<file path="src/rtl/digit_serial_adder_pkg.sv">
// Shared definitions for the digit-serial adder: controller state encoding
// and the width of the single adder slice that is reused every cycle.
package digit_serial_adder_pkg;

  localparam int DIGIT_W = 4;

  typedef enum logic [1:0] {
    ST_IDLE = 2'd0,
    ST_RUN  = 2'd1,
    ST_DONE = 2'd2
  } state_t;

endpackage

</file>
<file path="src/rtl/digit_serial_adder_rca4.sv">
// 4-bit ripple-carry adder slice: s = a + b + ci, co = carry out of bit 3.
module digit_serial_adder_rca4
  import digit_serial_adder_pkg::*;
(
  input  logic [DIGIT_W-1:0] a,
  input  logic [DIGIT_W-1:0] b,
  input  logic               ci,
  output logic [DIGIT_W-1:0] s,
  output logic               co
);

  logic ripple_s;

  // Ripple the carry through the four full-adder bit positions.
  always_comb begin
    s        = '0;
    ripple_s = ci;
    for (int i = 0; i < DIGIT_W; i++) begin
      s[i]     = a[i] ^ b[i] ^ ripple_s;
      ripple_s = (a[i] & b[i]) | (ripple_s & (a[i] ^ b[i]));
    end
    co = ripple_s;
  end

endmodule

</file>
<file path="src/rtl/digit_serial_adder.sv">
// Digit-serial adder: one 4-bit slice is sequenced over WIDTH/4 cycles,
// least-significant nibble first, with the inter-digit carry held in a
// register. Valid/ready handshakes on the operand and result sides.
module digit_serial_adder
  import digit_serial_adder_pkg::*;
#(
  parameter int WIDTH = 16
) (
  input  logic             clk,
  input  logic             rst_n,
  input  logic             in_valid,
  output logic             in_ready,
  input  logic [WIDTH-1:0] a,
  input  logic [WIDTH-1:0] b,
  input  logic             cin,
  output logic             out_valid,
  input  logic             out_ready,
  output logic [WIDTH-1:0] sum,
  output logic             cout,
  output logic             ovf,
  output logic             busy
);

  localparam int NDIG  = WIDTH / DIGIT_W;
  localparam int CNT_W = (NDIG > 1) ? $clog2(NDIG) : 1;
  localparam logic [CNT_W-1:0] CNT_LAST = CNT_W'(NDIG - 1);

  if ((WIDTH < DIGIT_W) || ((WIDTH % DIGIT_W) != 0)) begin : g_width_check
    $error("digit_serial_adder: WIDTH must be a multiple of 4 and at least 4");
  end

  state_t state_r;
  state_t state_nxt_s;

  logic [WIDTH-1:0]   a_sh_r;
  logic [WIDTH-1:0]   b_sh_r;
  logic [WIDTH-1:0]   sum_sh_r;
  logic [WIDTH-1:0]   sum_nxt_s;
  logic               carry_r;
  logic               sa_r;
  logic               sb_r;
  logic [CNT_W-1:0]   cnt_r;
  logic               last_s;

  logic [DIGIT_W-1:0] nib_s;
  logic               nib_co_s;

  logic               in_ready_r;
  logic               out_valid_r;
  logic               busy_r;
  logic [WIDTH-1:0]   sum_r;
  logic               cout_r;
  logic               ovf_r;

  // The only adder in the datapath; fed by the low nibbles of the shifters.
  digit_serial_adder_rca4 u_rca4 (
    .a  (a_sh_r[DIGIT_W-1:0]),
    .b  (b_sh_r[DIGIT_W-1:0]),
    .ci (carry_r),
    .s  (nib_s),
    .co (nib_co_s)
  );

  assign last_s = (cnt_r == CNT_LAST);

  // Partial sum after this cycle's nibble enters from the top.
  always_comb begin
    sum_nxt_s = sum_sh_r >> DIGIT_W;
    sum_nxt_s[WIDTH-1 -: DIGIT_W] = nib_s;
  end

  // Next-state logic: accept in IDLE, count digits in RUN, wait for consumer in DONE.
  always_comb begin
    state_nxt_s = state_r;
    case (state_r)
      ST_IDLE: begin
        if (in_valid) state_nxt_s = ST_RUN;
        else          state_nxt_s = ST_IDLE;
      end
      ST_RUN: begin
        if (last_s) state_nxt_s = ST_DONE;
        else        state_nxt_s = ST_RUN;
      end
      ST_DONE: begin
        if (out_ready) state_nxt_s = ST_IDLE;
        else           state_nxt_s = ST_DONE;
      end
      default: state_nxt_s = ST_IDLE;
    endcase
  end

  // State register with handshake/status flags registered from the next state.
  always_ff @(posedge clk) begin
    if (!rst_n) begin
      state_r     <= ST_IDLE;
      in_ready_r  <= 1'b1;
      out_valid_r <= 1'b0;
      busy_r      <= 1'b0;
    end else begin
      state_r     <= state_nxt_s;
      in_ready_r  <= (state_nxt_s == ST_IDLE);
      out_valid_r <= (state_nxt_s == ST_DONE);
      busy_r      <= (state_nxt_s == ST_RUN);
    end
  end

  // Operand shifters, carry, digit counter and the result registers.
  always_ff @(posedge clk) begin
    if (!rst_n) begin
      a_sh_r   <= '0;
      b_sh_r   <= '0;
      sum_sh_r <= '0;
      carry_r  <= 1'b0;
      sa_r     <= 1'b0;
      sb_r     <= 1'b0;
      cnt_r    <= '0;
      sum_r    <= '0;
      cout_r   <= 1'b0;
      ovf_r    <= 1'b0;
    end else begin
      case (state_r)
        ST_IDLE: begin
          if (in_valid) begin
            a_sh_r  <= a;
            b_sh_r  <= b;
            carry_r <= cin;
            sa_r    <= a[WIDTH-1];
            sb_r    <= b[WIDTH-1];
            cnt_r   <= '0;
          end
        end
        ST_RUN: begin
          a_sh_r   <= a_sh_r >> DIGIT_W;
          b_sh_r   <= b_sh_r >> DIGIT_W;
          sum_sh_r <= sum_nxt_s;
          carry_r  <= nib_co_s;
          cnt_r    <= cnt_r + CNT_W'(1);
          // Result registers load only on the final digit so they stay
          // stable outside DONE and across backpressure.
          if (last_s) begin
            sum_r  <= sum_nxt_s;
            cout_r <= nib_co_s;
            ovf_r  <= (sa_r == sb_r) && (sum_nxt_s[WIDTH-1] != sa_r);
          end
        end
        ST_DONE: begin
          sum_r <= sum_r;
        end
        default: begin
          cnt_r <= '0;
        end
      endcase
    end
  end

  assign in_ready  = in_ready_r;
  assign out_valid = out_valid_r;
  assign busy      = busy_r;
  assign sum       = sum_r;
  assign cout      = cout_r;
  assign ovf       = ovf_r;

endmodule
</file>
<file path="config.mk">
export PLATFORM = sky130hd
export DESIGN_NAME = digit_serial_adder
export DESIGN_NICKNAME = d
export VERILOG_FILES = /design/src/rtl/digit_serial_adder_pkg.sv /design/src/rtl/digit_serial_adder_rca4.sv /design/src/rtl/digit_serial_adder.sv
export SDC_FILE = /design/constraint.sdc
export NUM_CORES = 1
export LEC_CHECK = 0
export ABC_AREA = 1
export BUFFER_PORTS_ARGS = -buffer_cell sky130_fd_sc_hd__buf_2
export CAP_MARGIN = 20
export CORE_ASPECT_RATIO = 2
export CORE_MARGIN = 5
export CORE_UTILIZATION = 45
export DETAILED_ROUTE_END_ITERATION = 6
export PLACE_DENSITY = 0.67
export SETUP_SLACK_MARGIN = 0.3
export SLEW_MARGIN = 0
export SYNTH_ARGS = -nofsm -noshare
export SYNTH_HDL_FRONTEND = slang
export SYNTH_SLANG_ARGS = --single-unit
export TNS_END_PERCENT = 50
</file>
<file path="constraint.sdc">
create_clock -name clk -period 3 [get_ports clk]
set_clock_uncertainty 0.2 [all_clocks]
set_input_delay 0.15 -clock clk [delete_from_list [all_inputs] [get_ports clk]]
set_output_delay 0.15 -clock clk [all_outputs]
set_load 0.05 [all_outputs]
</file>
After elaboration in Yosys (flattened, before gate mapping) --
Cells that the tools add are included.
Operators by class: add/sub/neg operators 1, eq/ne operators 8, multiplexer cells 12, bitwise gates (word level) 21, reductions and logical operators 8
Operators with widths (number):
- $pmux 16 s2 | 2
- $mux 16 | 2
- $pmux 2 s3 | 2
- $and 1x1->1 | 8
- $reduce_and 2->1 | 4
- $xor 1x1->1 | 8
- $eq 2x2->1 const B | 3
- $mux 2 | 3
- $eq 2x1->1 const B | 2
- $logic_not 2->1 | 2
- $or 1x1->1 | 4
- $add 2x1->2 const B | 1
- $mux 1 | 2
- $ne 2x2->1 const B | 1
- $pmux 1 s2 | 1
- $reduce_bool 2->1 | 1
- $eq 1x1->1 | 1
- $logic_and 1x1->1 | 1
- $ne 1x1->1 | 1
- $not 1->1 | 1
Storage, ports and cells: bits in registers 76, input port bits 37, output and inout port bits 21, word-level logic and storage cells 64

Depth between registers and ports, before layout --
depth in word-level cells 10, gate-level depth with buffers 12, gate-level depth less buffers 12

Modules after synthesis --
Synthesis repeated with hierarchy kept, for this count alone.
Second synthesis, totals: cells, all modules 443, area, all modules 3174.3 um^2
Modules (own cells, without submodules):
- digit_serial_adder | times used 1, cells each 429, area each 3056.7 um^2, sequential area each 1441.4 um^2
- digit_serial_adder_rca4 | times used 1, cells each 14, area each 117.6 um^2, sequential area each 0.0 um^2

Worst setup path after synthesis --
No wires, ideal clock.
kind flip-flop to flip-flop, start register a_sh_r[0], end register ovf_r, in the netlist ovf, arrival time 2.055 ns, required time 2.691 ns, setup slack 0.636 ns, cell stages (with the launch flop) 12, period minus slack after synthesis 2.364 ns, cell sequence dfxtp_1 > fa_1 > inv_1 > fa_1 > inv_1 > fa_1 > inv_1 > fa_1 > nand3_1 > nand3_1 > nand2_1 > inv_1
On the way: cells in the longest elaborated chain, start to end 10, elaborated cells on any way between the ends 11, those cells by class eq/ne (1); bitwise (9); reduce/logical (1)
RTL lines:
- from (decl) | line digit_serial_adder.sv:35 | logic [WIDTH-1:0] a_sh_r;
- from (signal assigned) | line digit_serial_adder.sv:133 | a_sh_r <= a_sh_r >> DIGIT_W;
- $xor 1x1->1 | line digit_serial_adder_rca4.sv:20 | ripple_s = (a[i] & b[i]) | (ripple_s & (a[i] ^ b[i]));
- $and 1x1->1 | line digit_serial_adder_rca4.sv:20
- $or 1x1->1 (*) | line digit_serial_adder_rca4.sv:20
- $and 1x1->1 (*) | line digit_serial_adder_rca4.sv:20
- $or 1x1->1 (*) | line digit_serial_adder_rca4.sv:20
- $and 1x1->1 (*) | line digit_serial_adder_rca4.sv:20
- $or 1x1->1 (*) | line digit_serial_adder_rca4.sv:20
- $xor 1x1->1 (*) | line digit_serial_adder_rca4.sv:19 | s[i] = a[i] ^ b[i] ^ ripple_s;
- $ne 1x1->1 (*) | line digit_serial_adder.sv:143 | ovf_r <= (sa_r == sb_r) && (sum_nxt_s[WIDTH-1] != sa_r);
- $logic_and 1x1->1 (*) | line digit_serial_adder.sv:143
- to (signal assigned) | line digit_serial_adder.sv:143
- to (decl) | line digit_serial_adder.sv:53 | logic ovf_r;
Mark *: on every way between the ends. The rest lies on a longest branch, timed or not. A chain may end at the register's enable or synchronous reset.

Final worst setup path --
Ends and elaborated chain as after synthesis.

==> results.tsv <==
stage	metric	value	unit
pwr	powerDensity	637.5	mW/mm^2
cts	post-cts-setup-buffers	0	
cts	clock_sinks	72	
sta	rsz0062_at_grt	no	
sta	setup_viol	0	
grt	grt_max_degree	42	
die	io_pins	58	
sta	timing.hold.ws	0.08960	ns
logic_synthesis	synth-compound-area-share	10.72	%
finish	drive_gt1_share	17.20	%
grt	grt-ovfl-total	0	
detailed_routing	drc_errors	0	
worst_hold_path	hold_class	input port to flip-flop	
die	initial_core_util	45.68	%
logic_synthesis	yosysSeqAreaShare	48.42	%
cts	cts-resized-gates	0	
cts	clock_path_buffers	2	
die	core_area	0.006516	mm^2
logic_synthesis	postSynthAreaPerCell	7.242	um^2
worst_setup_path	worstSetupStartpointType	flip-flop	
detailed_routing	drtIter0Drc	92	
cts	insertion_delay	0.33	ns
logic_synthesis	syn_area	0.002977	mm^2
logic_synthesis	synth_mux_area_share	0	%
worst_setup_path	worstPathRequired	3.03	ns
cts	cts_tree	yes	
die	die-width	67.51	um
job	cap_violations	0	
sta	max_freq	407.3	MHz
detailed_routing	routedWlPerCell	12.29	um
pwr	irDropWorstVdd	0.0005278	V
sta	slew_headroom	66.42	%
logic_synthesis	synth-edff-count	0	
finish	design_area	0.003970	mm^2
logic_synthesis	ys_top_cells_by_count	nand2_1, nor2_1, dfxtp_1, a21oi_1, inv_1	
logic_synthesis	synthXorXnorAreaFrac	0	%
finish	syn_to_final_growth	33.38	%
detailed_routing	vias	2762	
logic_synthesis	syn_nets	453	
detailed_routing	final_antenna_net_count	0	
grt	track_usage	18.75	%
sta	finalCriticalPeriod	2.455	ns
grt	grt_pass1_vias	2613	
die	dieHeight	125.0	um
worst_setup_path	cp-end-kind	flip-flop	
cts	h-tree-depth	3	
cts	path_clk_slew	0.06	ns
placement	placed_area	0.003284	mm^2
placement	dp_hpwl	4364	um
finish	final_nets	537	
finish	final_core_util	60.93	%
logic_synthesis	synthFlopType	dfxtp_1	
die	num_rows	42	
detailed_routing	via_per_inst	4.697	
sta	max_slew.worst_pin.slew	0.5019	ns
logic_synthesis	synth.most_common_cell	nand2_1	
pwr	leakage	0.001798	uW
logic_synthesis	yosys-top-cells-area	dfxtp_1, nand2_1, nor2_1	
logic_synthesis	ys_async_sr_fraction	0	%
logic_synthesis	synth_top_family_by_area	simple AND/OR/NAND/NOR gates	
logic_synthesis	synthCells	411	
placement	port_buffers	57	
placement	gp_congestion	0.7333	
logic_synthesis	yosysWarnings	0	
logic_synthesis	synth_fa_ha_area_share	3.111	%
grt	antenna_found_initial	0	
pwr	total_power	2531	uW
detailed_routing	drtPass1Iterations	4	
status	status	completed	
sta	tns	0	ns
logic_synthesis	ys_ff_latch	72	
worst_setup_path	worstSetupPathType	flip-flop to flip-flop	
logic_synthesis	yosysUniqueCellTypes	24	
sta	slew_violations	0	
worst_setup_path	worstPathArrival	2.49	ns
logic_synthesis	yosysTopAreaCellShare	48.42	%
grt	grt_pass1_wl	12090	um
worst_setup_path	crit_path_max_fanout	3	
logic_synthesis	yosysTopAreaCell	dfxtp_1	
sta	period_share	81.84	%
finish	num_antenna_cells	0	
logic_synthesis	synth-simple-area-share	30.39	%
cts	cts-root-buf	clkbuf_16	
cts	cts_made_buffers	9	
detailed_routing	drt-total-wl	7225	um
sta	hold_violations	0	
die	die_area	0.008440	mm^2
## logic make-up after synthesis
family	Yosys count
simple gates	222
compound gates	63
flops	72
buf+inv	49
fa+ha+maj	5
## critical path: stages, from the launching register on
cell     delay (ns)
dfxtp_1        0.33
fa_1           0.41
inv_1          0.07
fa_1           0.15
inv_1          0.05
fa_1           0.35
inv_1          0.07
fa_1           0.44
nand3_1        0.10
nand3_1        0.07
nand2_1        0.08
inv_1          0.03
## metal layers
| layer | vias up | global-route usage [%] | routed length [um] |
|---|---|---|---|
| met4 | 0 | 8.134 | 160 |
| met3 | 9 | 4.668 | 271 |
| li1 | 1450 | - | - |
| met2 | 57 | 29.18 | 3576 |
| met1 | 1246 | 24.04 | 3216 |
| met5 | - | 0 | 0 |
## cell usage in the layout, fill, tap and decap left out, types with 2 or more instances in the layout
master         Yosys  routed
a21oi_1           32      32
buf_2             10      57
buf_4              4       4
bufinv_16          0       3
clkbuf_16          0       9
clkinv_4           0       2
dfxtp_1           72      72
dlygate4sd3_1      0      34
fa_1               4       4
inv_1             23      23
inv_2              3       3
nand2_1          121     121
nand3_1           12      12
nand3b_1           8       8
nor2_1            76      76
o21ai_0           18      18
o21ai_1           12      12
## path summary, 6_finish.rpt
check,end,slack (ns),from,cells after the start
setup / recovery,ovf,0.54,a_sh_r[0],11
hold / removal,b_sh_r[4],0.09,in_valid,4
setup reg to reg,ovf,0.54,a_sh_r[0],11
hold reg to reg,sum[1],0.26,sum_sh_r[5],2
## repair_timing
action                                 4_1_cts  5_1_grt
hold buffers                                34        0
setup endpoints to repair                    0        0
endpoints found under the hold margin       38        0
## layout make-up
| type | count | area (um^2) |
|---|---|---|
| sequential | 72 | 1441 |
| tap | 88 | 110.1 |
| multi-input combinational | 290 | 1316 |
| clock buffer | 9 | 225.2 |
| inverter | 27 | 101.3 |
| clock inverter | 7 | 120.1 |
| fill | 637 | 2546 |
| timing repair buffer | 95 | 655.6 |
## registers in the layout, summed over array words and instances, names as in the netlist
register,count
busy,1
ovf,1
sum,16
cout,1
sa_r,1
out_valid,1
cnt_r,2
a_sh_r,16
in_ready,1
b_sh_r,16
carry_r,1
sb_r,1
state_r,2
sum_sh_r,12
## stage by stage
stage	std cells	setup slack, ns
2_1_floorplan	411	0.6364
3_3_place_gp	538	0.5524
3_5_place_dp	538	0.5438
4_1_cts	588	0.5366
5_1_grt	588	0.3991
6_report	588	0.5448
## report_power, final
part / total [uW] / switching [uW] / leakage (uW) / internal (uW)
clock: 1210 / 397 / 0.000166 / 812
sequential: 1050 / 32.8 / 0.000591 / 1010
combinational: 276 / 159 / 0.00104 / 118
Note: power is estimated with default switching activity, not from simulation.
